<file path="src/rtl/vid_mem_arbiter.sv">
// Frame-buffer arbiter: display reads take priority, camera writes are buffered
// in a small FIFO and drained into idle slots, with one forced write when it fills.
module vid_mem_arbiter #(
  parameter  int ADDR_W   = 19,
  parameter  int DATA_W   = 16,
  parameter  int MEM_LAT  = 1,
  parameter  int WF_DEPTH = 4,
  localparam int PTR_W    = $clog2(WF_DEPTH),
  localparam int LVL_W    = PTR_W + 1
) (
  input  logic              clk,
  input  logic              reset,
  input  logic              rd_req,
  input  logic [ADDR_W-1:0] rd_addr,
  output logic              rd_gnt,
  output logic              rd_valid,
  output logic [DATA_W-1:0] rd_data,
  output logic              rd_miss,
  input  logic              wr_valid,
  input  logic [ADDR_W-1:0] wr_addr,
  input  logic [DATA_W-1:0] wr_data,
  output logic              wr_ready,
  input  logic              flush,
  output logic              mem_en,
  output logic              mem_we,
  output logic [ADDR_W-1:0] mem_addr,
  output logic [DATA_W-1:0] mem_wdata,
  input  logic [DATA_W-1:0] mem_rdata,
  output logic [LVL_W-1:0]  wf_level
);

  typedef enum logic [1:0] {
    GNT_IDLE  = 2'd0,
    GNT_READ  = 2'd1,
    GNT_WRITE = 2'd2,
    GNT_FORCE = 2'd3
  } gnt_t;

  gnt_t              gnt;
  logic              push;
  logic              pop;
  logic [PTR_W-1:0]  wr_ptr;
  logic [PTR_W-1:0]  rd_ptr;
  logic [ADDR_W-1:0] fifo_addr [WF_DEPTH];
  logic [DATA_W-1:0] fifo_data [WF_DEPTH];
  logic [MEM_LAT:0]  rd_pipe;

  // Arbitration on the current-cycle state, a full FIFO beating the display
  always_comb begin
    gnt = GNT_IDLE;
    if (wf_level == LVL_W'(WF_DEPTH)) begin
      gnt = GNT_FORCE;
    end else if (rd_req) begin
      gnt = GNT_READ;
    end else if (wf_level != '0) begin
      gnt = GNT_WRITE;
    end else begin
      gnt = GNT_IDLE;
    end
  end

  assign rd_gnt   = (gnt == GNT_READ);
  assign pop      = (gnt == GNT_WRITE) || (gnt == GNT_FORCE);
  assign wr_ready = (wf_level < LVL_W'(WF_DEPTH));
  // flush wins over a coincident push, so the dropped word never lands
  assign push     = wr_valid && wr_ready && !flush;

  // FIFO storage; contents are don't-care until the count covers them
  always_ff @(posedge clk) begin
    if (push) begin
      fifo_addr[wr_ptr] <= wr_addr;
      fifo_data[wr_ptr] <= wr_data;
    end
  end

  // FIFO pointers and occupancy
  always_ff @(posedge clk or negedge reset) begin
    if (!reset) begin
      wr_ptr   <= '0;
      rd_ptr   <= '0;
      wf_level <= '0;
    end else if (flush) begin
      wr_ptr   <= '0;
      rd_ptr   <= '0;
      wf_level <= '0;
    end else begin
      if (push) wr_ptr <= wr_ptr + PTR_W'(1);
      if (pop)  rd_ptr <= rd_ptr + PTR_W'(1);
      case ({push, pop})
        2'b10:   wf_level <= wf_level + LVL_W'(1);
        2'b01:   wf_level <= wf_level - LVL_W'(1);
        default: wf_level <= wf_level;
      endcase
    end
  end

  // Memory command register; address and write data hold across idle cycles
  always_ff @(posedge clk or negedge reset) begin
    if (!reset) begin
      mem_en    <= 1'b0;
      mem_we    <= 1'b0;
      mem_addr  <= '0;
      mem_wdata <= '0;
      rd_miss   <= 1'b0;
    end else begin
      mem_en  <= (gnt != GNT_IDLE);
      rd_miss <= (gnt == GNT_FORCE) && rd_req;
      case (gnt)
        GNT_READ: begin
          mem_we   <= 1'b0;
          mem_addr <= rd_addr;
        end
        GNT_WRITE, GNT_FORCE: begin
          mem_we    <= 1'b1;
          mem_addr  <= fifo_addr[rd_ptr];
          mem_wdata <= fifo_data[rd_ptr];
        end
        default: begin
          mem_we <= 1'b0;
        end
      endcase
    end
  end

  // In-flight read tracker: bit k set during the (k+1)th cycle after a read grant
  always_ff @(posedge clk or negedge reset) begin
    if (!reset) begin
      rd_pipe  <= '0;
      rd_valid <= 1'b0;
      rd_data  <= '0;
    end else begin
      rd_pipe  <= {rd_pipe[MEM_LAT-1:0], rd_gnt};
      rd_valid <= rd_pipe[MEM_LAT];
      if (rd_pipe[MEM_LAT]) begin
        rd_data <= mem_rdata;
      end
    end
  end

endmodule

</file>
<file path="config.mk">
export PLATFORM = sky130hd
export DESIGN_NAME = vid_mem_arbiter
export DESIGN_NICKNAME = d
export VERILOG_FILES = /design/src/rtl/vid_mem_arbiter.sv
export SDC_FILE = /design/constraint.sdc
export NUM_CORES = 1
export LEC_CHECK = 0
export BUFFER_PORTS_ARGS = -buffer_cell sky130_fd_sc_hd__buf_2
export CAP_MARGIN = 5
export CORE_MARGIN = 10
export CORE_UTILIZATION = 50
export DETAILED_ROUTE_END_ITERATION = 7
export GPL_TIMING_DRIVEN = 0
export HOLD_SLACK_MARGIN = 0.02
export MAX_ROUTING_LAYER = met4
export PLACE_DENSITY = 0.72
export SLEW_MARGIN = 20
export SYNTH_ARGS = -nofsm -noshare
export SYNTH_HDL_FRONTEND = slang
export SYNTH_SLANG_ARGS = --single-unit
</file>
<file path="constraint.sdc">
create_clock -name clk -period 7.2 [get_ports clk]
set_input_delay 1.44 -clock clk [delete_from_list [all_inputs] [get_ports clk]]
set_output_delay 1.44 -clock clk [all_outputs]
set_load 0.1 [all_outputs]
</file>
# == After elaboration in Yosys (flattened, before gate mapping) ==
# Memories as Yosys holds them, arrays and structs flattened. A register that Yosys moved wholly into a read port is not among the register bits.
# Index checks and enable logic that the tools add are counted.
# totals
ram_bits,140
memories,2
elab_cells,49
latch_bits,0
romBits,0
reg_bits,48
# memory_table
memory,words,width,read_ports,rd_clocked_by_memory_dff,wr,line_no,rtl
fifo_addr,4,19,1,0,1,44,logic [ADDR_W-1:0] fifo_addr [WF_DEPTH];
fifo_data,4,16,1,1,1,45,logic [DATA_W-1:0] fifo_data [WF_DEPTH];
# op_classes
div_mod_pow,0
mux,13
order_cmp,1
shift,0
add_sub_neg,4
bitwise_logic,0
n_mul,0
eq_ne,6
n_reduce_logical,13
# ops
operator,n
$pmux W19 S2,1
$mux W2,7
$reduce_bool A2 Y1,4
$eq A2 B2 Y1 const B,3
$pmux W3 S2,1
$reduce_bool A3 Y1,2
$add A2 B1 Y2 const B,2
$eq A2 B1 Y1 const B,2
$add A3 B1 Y3 const B,1
$eq A3 B3 Y1 const B,1
$logic_and A1 B1 Y1,3
$lt A3 B3 Y1 const B,1
$mux W1,3
$mux W3,1
$sub A3 B1 Y3 const B,1
$logic_not A1 Y1,2
$reduce_or A2 Y1,1
$logic_or A1 B1 Y1,1

# == Logic depth before layout (Yosys ltp) ==
# depth
depth_word,9
mapped_depth,8
mapped_depth_nobuf,7

# == Least setup slack after synthesis ==
# OpenSTA, ideal clock, no wires.
# synth_path
kind,input-to-output
from,input port rd_req
to,output port rd_gnt
path_slack_ps,2497
cell_stages,4
arrival_ps,3263
path_buffers,2
cell_sequence,clkbuf_1 > inv_1 > clkbuf_1 > nor2_1
# synth_between
elab_chain_cells,3
# synth_rtl
element,line_no,rtl
"start, declared",13,"input logic rd_req,"
$mux W2,53,end else if (rd_req) begin
$mux W2,51,if (wf_level == LVL_W'(WF_DEPTH)) begin
$eq A2 B1 Y1,62,assign rd_gnt = (gnt == GNT_READ);
"end, declared",15,"output logic rd_gnt,"
# No other way between the ends.

# == Final worst setup path ==
# Ends and elaborated chain as after synthesis.

==> results.cfg <==
[yosys]
ys_async_sr_fraction_pct = 31.4
syn_area_mm2 = 0.00820
synth_top_cells_by_count = edfxtp_1, dfrtp_1, mux2_2, nor4_1
synthTopCellsByArea = edfxtp_1, dfrtp_1, mux2_2
yosysUniqueCellTypes = 46
synth-seq-cells = 204
ys.warnings.count = 0
synth-seq-area-share_pct = 70.8
post-synth-top-area-cell = edfxtp_1
synth-edff-count = 140
synth_area_per_cell_um2 = 17.3
netlist_instances = 473
synth_most_common_cell = edfxtp_1
synth.top_cell.area_share_pct = 51.3
syn_nets = 553
ys.flop_type = edfxtp_1

[timing]
period_share_pct = 62.6
worstMarginPinSlew_ns = 0.732
hold_viol_final = 0
max_clock_freq_mhz = 222
holdWs_ns = 0.358
rsz0062_at_grt = no
finalSetupViolCount = 0
max_slew_margin_pct = 50.9
fin_skew_ns = 0.0129
period_minus_slack_ns = 4.50
setup_tns_ns = 0
slew_viol_final = 0

[global_route]
grt_max_degree = 36
grt.total_usage_pct = 17.8
grt_pass1_vias = 5391
antenna_found_initial = 3
grt_pass1_wl_um = 30100
gr-total-overflow = 0

[placed_design]
numPortBuffers = 134
place.gp.congestion = 0.818
dp_hpwl_um = 13100

[clock_tree]
hold_buffers = 0
path_clk_slew_ns = 0.06
h-tree-depth = 1
cts_inserted_buffers = 22
root_buffer = clkbuf_16
clkLatencyLatePin_ns = 0.49
clkSinkCount = 204
cts_resized = 0
cts_tree = done
clockBufferDepth = 3
cts_setup_buffers = 0

[routing]
drtPass1Iterations = 5
vias_per_cell = 5.57
ant_nets = 0
num_vias = 4854
drc = 0
wl_um = 19100
wl_per_cell_um = 21.9
dr.first_iter.drc_count = 413

[setup_path]
end_kind = output pin
worstSetupPathType = in2out
cp_max_fo = 10
crit_arrival_ns = 3.06
critical-path-max-stage-delay_ns = 0.47
cp_cell_sequence = buf_2 > clkbuf_1 > inv_1 > clkbuf_1 > nor2_1 > buf_2
cp_top_family = buffers and inverters
critPathBufInv = 5
required_ns = 5.76
slowest_stage = buf_2
start_kind = input pin

[hold_path]
hp-class = reg2reg

[floorplan]
fp.dieW_um = 148
initial_core_util_pct = 51.2
coreArea_mm2 = 0.0160
rows = 46
io_pins = 135
die_area_mm2 = 0.0219
die_y_um = 148

[run_status]
outcome = finished clean

[flow_run]
cap_violations = 0

[pwr]
p_per_area_mw_per_mm2 = 466
ir_drop_mv = 0.417
p_leak_nw = 3.69

[layout]
area_growth_pct = 21.2
drive_above_1_share_pct = 42.6
nets = 716
[sequential cells by signal, indices dropped and copies added, names as in the netlist, 2 cells and up]
register   count
fifo_addr     76
fifo_data     64
mem_addr      19
mem_wdata     16
rd_data       16
rd_pipe        2
rd_ptr         2
wf_level       3
wr_ptr         2
[worst paths after layout]
path                                    startpoint                  endpoint  slack [ns]  depth (start not counted)
min                           rd_pipe[0]$_DFF_PN0_      rd_pipe[1]$_DFF_PN0_        0.36                          0
max in group asynchronous                    reset  mem_wdata[9]$_DFFE_PN0N_        5.75                          2
min in group asynchronous                    reset    rd_data[5]$_DFFE_PN0P_        0.90                          1
max                                         rd_req                    rd_gnt        2.70                          6
min reg2reg                   rd_pipe[0]$_DFF_PN0_      rd_pipe[1]$_DFF_PN0_        0.36                          0
max reg2reg                wf_level[0]$_DFFE_PN0P_   wf_level[2]$_DFFE_PN0P_        4.60                          8
[metal layers]
metal | GRT usage, % | routed length (µm) | up-vias
li1 | - | - | 2206
met1 | 22.1 | 7820 | 2412
met2 | 28.7 | 9290 | 200
met3 | 4.12 | 1520 | 36
met4 | 5.50 | 452 | 0
met5 | - | 0 | -
[logic make-up after synthesis]
| logic type | after synthesis | share of synthesized area (%) |
|---|---|---|
| buffers and inverters | 37 | 2.78 |
| and+or+nand+nor | 101 | 8.29 |
| muxes | 86 | 13.8 |
| xor gates and xnor gates | 1 | 0.107 |
| adders and majority gates | 5 | 0.855 |
| DFF | 204 | 70.8 |
| AOI/OAI and AO/OA | 39 | 3.39 |
[per-stage QoR]
step                cells  cell area (µm²)  util (%)  total power [mW]  worst slack (ns)
finish                871             9930      62.1              4.63              2.70
global route          871             9930      62.1              4.84              2.53
CTS                   868             9930      62.0              4.67              2.70
detailed placement    828             9250      57.8              3.62              2.70
global placement      823             9140      57.1              3.58              2.73
floorplan             473             8200         -              3.18              2.50
[power breakdown]
part	total [mW]	internal (mW)	switching, mW
registers	1.54	1.44	0.0945
logic	2.05	0.498	1.55
clock network	1.04	0.619	0.421
total	4.63	2.56	2.07
[layout by cell type, fill, tap and decap left out, types with 2 or more instances in the layout]
cell type  count
nor3_1         2
mux2_2        50
clkinv_2       5
buf_4          9
a21oi_1       15
or4_1         13
mux4_2        16
inv_1          4
buf_6          6
clkbuf_1      13
nand2_1        4
buf_2        143
clkbuf_16     23
buf_12         4
nand2b_1      12
nor4_1        27
nor4_2         6
clkinv_1       4
nand4b_1       4
diode_2        3
nor2b_1        2
o32ai_1        8
a221oi_1       8
dfrtp_1       64
and2_2         4
mux2_1         4
mux2i_1       16
ha_1           4
nand4_1        3
nor3_2         3
nor2_1        15
edfxtp_1     140
[cell type report]
| type | count | area [µm²] |
|---|---|---|
| fillers | 1220 | 6070 |
| flip-flops and latches | 204 | 5810 |
| multi-input cells | 232 | 2170 |
| repair buffers | 139 | 781 |
| clock buffers | 30 | 602 |
| well taps | 216 | 270 |
| plain buffers | 32 | 209 |
| clock inverters | 10 | 70.1 |
| inverters | 5 | 18.8 |
| diodes | 3 | 7.51 |
No activity file was read; power rests on OpenSTA's default activity.
